### src/rtl/cm0_dap_multi_ap_bridge.sv
// DCLK-domain bridge from the DP/AP toggle handshake to NUM_AP memory-access ports.
// One transfer at a time: capture, issue one-cycle slvtrans, wait for ready or timeout, acknowledge.
module cm0_dap_multi_ap_bridge #(
    parameter int unsigned NUM_AP  = 2,
    parameter int unsigned APSEL_W = 4,
    parameter int unsigned TIMEOUT = 256,
    parameter int unsigned TO_W    = 9
) (
    input  logic                   dclk,
    input  logic                   apreset,
    input  logic                   dp_req,
    output logic                   ap_ack,
    input  logic [APSEL_W-1:0]     req_apsel,
    input  logic                   req_write,
    input  logic [1:0]             req_size,
    input  logic [31:0]            req_addr,
    input  logic [31:0]            req_wdata,
    output logic [31:0]            rsp_rdata,
    output logic                   rsp_err,
    output logic                   rsp_timeout,
    input  logic [NUM_AP-1:0]      deviceen,
    output logic [NUM_AP-1:0]      slvtrans,
    output logic [31:0]            slvaddr,
    output logic [31:0]            slvwdata,
    output logic                   slvwrite,
    output logic [1:0]             slvsize,
    input  logic [32*NUM_AP-1:0]   slvrdata,
    input  logic [NUM_AP-1:0]      slvready,
    input  logic [NUM_AP-1:0]      slvresp
);

    localparam logic [1:0] ST_IDLE  = 2'd0;
    localparam logic [1:0] ST_ISSUE = 2'd1;
    localparam logic [1:0] ST_WAIT  = 2'd2;
    localparam logic [1:0] ST_DONE  = 2'd3;

    localparam bit            TO_EN   = (TIMEOUT != 0);
    localparam logic [TO_W-1:0] TO_LAST = TO_W'(TIMEOUT - 1);

    logic [1:0]          state, state_nxt;
    logic [APSEL_W-1:0]  sel, sel_nxt;
    logic [TO_W-1:0]     cnt, cnt_nxt;
    logic                ack_nxt;
    logic [NUM_AP-1:0]   trans_nxt;
    logic [31:0]         addr_nxt, wdata_nxt, rdata_nxt;
    logic                write_nxt, err_nxt, to_nxt;
    logic [1:0]          size_nxt;

    logic                cap_hit, cap_en;
    logic [NUM_AP-1:0]   cap_onehot;
    logic                sel_ready, sel_resp;
    logic [31:0]         sel_rdata;

    // Decode the incoming select and mux the currently selected port's response.
    always_comb begin
        cap_hit    = 1'b0;
        cap_en     = 1'b0;
        cap_onehot = '0;
        sel_ready  = 1'b0;
        sel_resp   = 1'b0;
        sel_rdata  = '0;
        for (int i = 0; i < int'(NUM_AP); i++) begin
            if (req_apsel == APSEL_W'(i)) begin
                cap_hit       = 1'b1;
                cap_en        = deviceen[i];
                cap_onehot[i] = 1'b1;
            end
            if (sel == APSEL_W'(i)) begin
                sel_ready = slvready[i];
                sel_resp  = slvresp[i];
                sel_rdata = slvrdata[32*i +: 32];
            end
        end
    end

    // Next-state and next-output logic.
    always_comb begin
        state_nxt = state;
        sel_nxt   = sel;
        cnt_nxt   = cnt;
        ack_nxt   = ap_ack;
        trans_nxt = '0;
        addr_nxt  = slvaddr;
        wdata_nxt = slvwdata;
        write_nxt = slvwrite;
        size_nxt  = slvsize;
        rdata_nxt = rsp_rdata;
        err_nxt   = rsp_err;
        to_nxt    = rsp_timeout;
        case (state)
            ST_IDLE: begin
                if (dp_req != ap_ack) begin
                    addr_nxt  = req_addr;
                    wdata_nxt = req_wdata;
                    write_nxt = req_write;
                    size_nxt  = req_size;
                    sel_nxt   = req_apsel;
                    rdata_nxt = '0;
                    err_nxt   = 1'b0;
                    to_nxt    = 1'b0;
                    // Absent APs read as zero; disabled APs fault without a bus access.
                    if (!cap_hit) begin
                        state_nxt = ST_DONE;
                    end else if (!cap_en) begin
                        err_nxt   = 1'b1;
                        state_nxt = ST_DONE;
                    end else begin
                        trans_nxt = cap_onehot;
                        state_nxt = ST_ISSUE;
                    end
                end
            end
            ST_ISSUE: begin
                cnt_nxt   = '0;
                state_nxt = ST_WAIT;
            end
            ST_WAIT: begin
                if (sel_ready) begin
                    err_nxt   = sel_resp;
                    rdata_nxt = (!slvwrite && !sel_resp) ? sel_rdata : 32'h0;
                    state_nxt = ST_DONE;
                end else if (TO_EN && (cnt == TO_LAST)) begin
                    err_nxt   = 1'b1;
                    to_nxt    = 1'b1;
                    rdata_nxt = '0;
                    state_nxt = ST_DONE;
                end else begin
                    cnt_nxt = cnt + TO_W'(1);
                end
            end
            ST_DONE: begin
                ack_nxt   = ~ap_ack;
                state_nxt = ST_IDLE;
            end
            default: state_nxt = ST_IDLE;
        endcase
    end

    always_ff @(posedge dclk) begin
        if (apreset) begin
            state       <= ST_IDLE;
            sel         <= '0;
            cnt         <= '0;
            ap_ack      <= 1'b0;
            slvtrans    <= '0;
            slvaddr     <= '0;
            slvwdata    <= '0;
            slvwrite    <= 1'b0;
            slvsize     <= '0;
            rsp_rdata   <= '0;
            rsp_err     <= 1'b0;
            rsp_timeout <= 1'b0;
        end else begin
            state       <= state_nxt;
            sel         <= sel_nxt;
            cnt         <= cnt_nxt;
            ap_ack      <= ack_nxt;
            slvtrans    <= trans_nxt;
            slvaddr     <= addr_nxt;
            slvwdata    <= wdata_nxt;
            slvwrite    <= write_nxt;
            slvsize     <= size_nxt;
            rsp_rdata   <= rdata_nxt;
            rsp_err     <= err_nxt;
            rsp_timeout <= to_nxt;
        end
    end

endmodule

### config.mk
export PLATFORM = sky130hd
export DESIGN_NAME = cm0_dap_multi_ap_bridge
export DESIGN_NICKNAME = d
export VERILOG_FILES = /design/src/rtl/cm0_dap_multi_ap_bridge.sv
export SDC_FILE = /design/constraint.sdc
export NUM_CORES = 1
export LEC_CHECK = 0
export ABC_AREA = 1
export CAP_MARGIN = 20
export CORE_MARGIN = 5
export CORE_UTILIZATION = 25
export CTS_CLUSTER_SIZE = 10
export DETAILED_ROUTE_END_ITERATION = 16
export PLACE_DENSITY = 0.55
export SLEW_MARGIN = 0
export SYNTH_ARGS = -nofsm -noshare
export SYNTH_HDL_FRONTEND = slang
export SYNTH_SLANG_ARGS = --single-unit
### constraint.sdc
create_clock -name dclk -period 1.8 [get_ports dclk]
set_input_delay 0.27 -clock dclk [delete_from_list [all_inputs] [get_ports dclk]]
set_output_delay 0.27 -clock dclk [all_outputs]
set_load 0.02 [all_outputs]
==> results.py <==
metrics = {
    "status": {
        "status": "complete, but fails checks",
        "violations": "negative setup slack",
    },
    "floorplan": {
        "ios": 248,
        "core_region_area_um2": 21800,
        "die_h_um": 158,
        "start_util": 0.253,
        "die_x_um": 158,
        "die_area_um2": 25100,
        "core.rowCount": 54,
    },
    "route": {
        "dr_total_vias": 6136,
        "firstDrtPassIters": 4,
        "wirelength_mm": 20.5,
        "drc": 0,
        "drt_iter0_drc": 296,
        "vias_per_cell": 4.46,
        "post_drt_wl_per_cell_um": 14.9,
        "ant_nets": 0,
    },
    "worst_setup_path": {
        "worst-path-max-fanout": 5,
        "max_stage_delay_ns": 0.33,
        "slowest_stage": "dfxtp_2",
        "crit_type": "flip-flop to flip-flop",
        "required_ns": 2.14,
        "critPathCaptureType": "flip-flop",
        "cp-start-kind": "flip-flop",
        "reg2reg_slack_ns": -0.008,
        "crit_chain": "ha_4 -> nand2_2 -> nor2_2 -> nand2_1 -> nor2_2 -> ha_2 -> nor2_4 -> nand3_2 -> buf_4 -> buf_4 -> or2_1 -> a21oi_2",
        "arrival_ns": 2.15,
    },
    "clock_network": {
        "numCtsBuffers": 17,
        "clk_latency_ns": 0.42,
        "cts_buffer_depth": 2,
        "htreeDepth": 4,
        "clkSinkCount": 119,
        "cts_root_buf": "clkbuf_16",
        "cts_tree": "done",
        "clk_pin_slew_ns": 0.06,
    },
    "global_route": {
        "grt-busiest-layer": "met2",
        "gr-total-overflow": 0,
        "use_met2": 0.244,
        "first_global_vias": 6043,
        "met1_usage": 0.197,
        "grt_pass1_wl_mm": 31.8,
        "groute.layer.met3.usage": 0.0818,
        "grt_util_all_layers": 0.159,
        "antenna_found_initial": 0,
        "grt_max_degree": 42,
    },
    "sta": {
        "final.period_utilization": 1.00,
        "setup_violations": 1,
        "tns_ns": -0.00816,
        "max_freq_ghz": 0.553,
        "worst_pin_slew_ns": 0.515,
        "slew_headroom": 0.657,
        "worst_slack_ns": -0.00816,
        "drv_slew": 0,
        "fin_skew_ns": 0.0129,
        "rsz0062_at_grt": "true",
        "hold_viol_final": 0,
        "fin_crit_ns": 1.81,
    },
    "placement": {
        "place_hpwl_mm": 14.0,
        "port_buffers": 247,
        "dp_cells": 1336,
        "place.gp.congestion": 0.781,
    },
    "logic_synthesis": {
        "synth_top_area_share": 0.432,
        "synth_top_cells_by_area": "dfxtp_1 43%, nand2_1 18%, nand3_1 10%",
        "synth_cell_types": 27,
        "syn_avg_cell_area_um2": 6.57,
        "ys_seq_area_frac": 0.432,
        "synth_nets": 990,
        "synth-seq-cells": 119,
        "synth_top_area_cell": "dfxtp_1",
        "syn_inst": 839,
        "syn_area_um2": 5510,
        "ys.warnings.count": 0,
    },
    "finish": {
        "instances_no_fill": 1377,
        "regArea_um2": 2390,
        "fillCellCount": 2274,
        "final_nets": 1235,
        "multi_input_area_um2": 2910,
        "diodes": 0,
        "final_cell_mix": "259 x nand2_1, 245 x clkdlybuf4s50_1, 115 x dfxtp_1",
        "area_delta_synth_final_pct": 69.8,
        "drive_gt1_frac": 0.117,
        "final_common_cell": "nand2_1",
    },
    "min_path": {
        "hold_path_class": "input pin to flip-flop",
    },
    "power": {
        "peakVddDrop_mv": 0.798,
        "leakagePower_nw": 3.82,
        "powerDensity_nw_per_um2": 1670,
    },
    "run": {
        "max-cap-violations": 0,
    },
}
==> flip-flops by register name (all words and copies together), names as in the netlist <==
| register | flops |
|---|---|
| rsp_timeout | 1 |
| slvtrans | 2 |
| state | 2 |
| rsp_err | 1 |
| sel | 4 |
| slvaddr | 32 |
| slvwrite | 1 |
| slvsize | 2 |
| rsp_rdata | 32 |
| ap_ack | 1 |
| slvwdata | 32 |
| cnt | 9 |
==> per-layer routing <==
| layer | wire length [um] | vias up |
|---|---|---|
| li1 | - | 3140 |
| met1 | 8940 | 2745 |
| met2 | 8620 | 234 |
| met3 | 2670 | 17 |
| met4 | 233 | 0 |
| met5 | 0 | - |
==> power by group <==
part	switching (mW)	leakage [nW]	total (mW)	internal, mW
logic	4.91	2.57	8.63	3.72
registers	0.395	0.977	3.79	3.39
clock network	1.39	0.266	3.22	1.83
total	6.70	3.82	15.6	8.94
==> final timing paths <==
kind                                                start                         to  cells past startpoint
worst min register to register  slvwdata[27]$_SDFFE_PP0N_  slvwdata[27]$_SDFFE_PP0N_                      2
worst max-delay path                  cnt[1]$_SDFFE_PP0P_        cnt[8]$_SDFFE_PP0P_                     12
worst max register to register        cnt[1]$_SDFFE_PP0P_        cnt[8]$_SDFFE_PP0P_                     12
worst min-delay path                              apreset        cnt[5]$_SDFFE_PP0P_                      4
==> timing repair <==
item,in CTS,in global routing
hold buffers,0,0
endpoints found under the hold margin,0,0
cloned,5,1
buffers inserted,6,0
resized for setup,57,32
pin swaps,24,36
endpoints found under the setup margin,38,45
==> cell usage after synthesis <==
master,number
nor2_4,1
inv_2,3
nor3b_1,1
ha_1,7
buf_6,1
clkbuf_1,28
nand2_1,266
buf_4,4
or2_1,1
xnor2_1,1
nand3_2,2
or2_2,2
inv_1,51
o211ai_1,1
nand2_2,1
dfxtp_1,119
a21oi_1,84
nand4_1,1
nor3_1,1
nor2_1,114
nor2_2,2
xor2_1,1
buf_1,1
buf_2,24
nand3_1,114
o21ai_0,7
o21ai_1,1
==> critical path: cells and delay by family (launching register included) <==
kind            cells  cell delay (ns)
fa+ha+maj           2             0.33
simple gates        7             0.64
compound gates      1             0.11
flops               1             0.33
buf+inv             2             0.33
==> stage by stage <==
| step | worst slack, ns | area, um2 | hold WS [ns] | util | power (mW) |
|---|---|---|---|---|---|
| after CTS | -0.0371 | 9310 | 0.236 | 0.428 | 15.9 |
| after global routing | -0.0971 | 9360 | 0.270 | 0.430 | 16.8 |
| after global placement | 0.000874 | 8400 | 0.449 | 0.386 | 11.3 |
| after floorplan | 0.0496 | 5510 | 0.396 | - | 8.28 |
| after detailed placement | -0.0659 | 8400 | 0.456 | 0.386 | 11.3 |
| final | -0.00816 | 9360 | 0.243 | 0.430 | 15.6 |
==> cell type report <==
type / count / area share
clock buffer: 18 / 0.0469
sequential: 119 / 0.255
inverter: 54 / 0.0217
clock inverter: 14 / 0.0122
tap: 280 / 0.0374
multi-input combinational: 608 / 0.311
timing repair buffer: 284 / 0.316
==> logic make-up after synthesis <==
kind of cell,count (synthesis),share of synthesized area
buffers and inverters,112,0.0858
adders and majority gates,7,0.0159
DFF,119,0.432
AOI/OAI and AO/OA,93,0.0849
xor gates and xnor gates,2,0.00318
and+or+nand+nor,506,0.378
(Power assumes the default switching activity.)
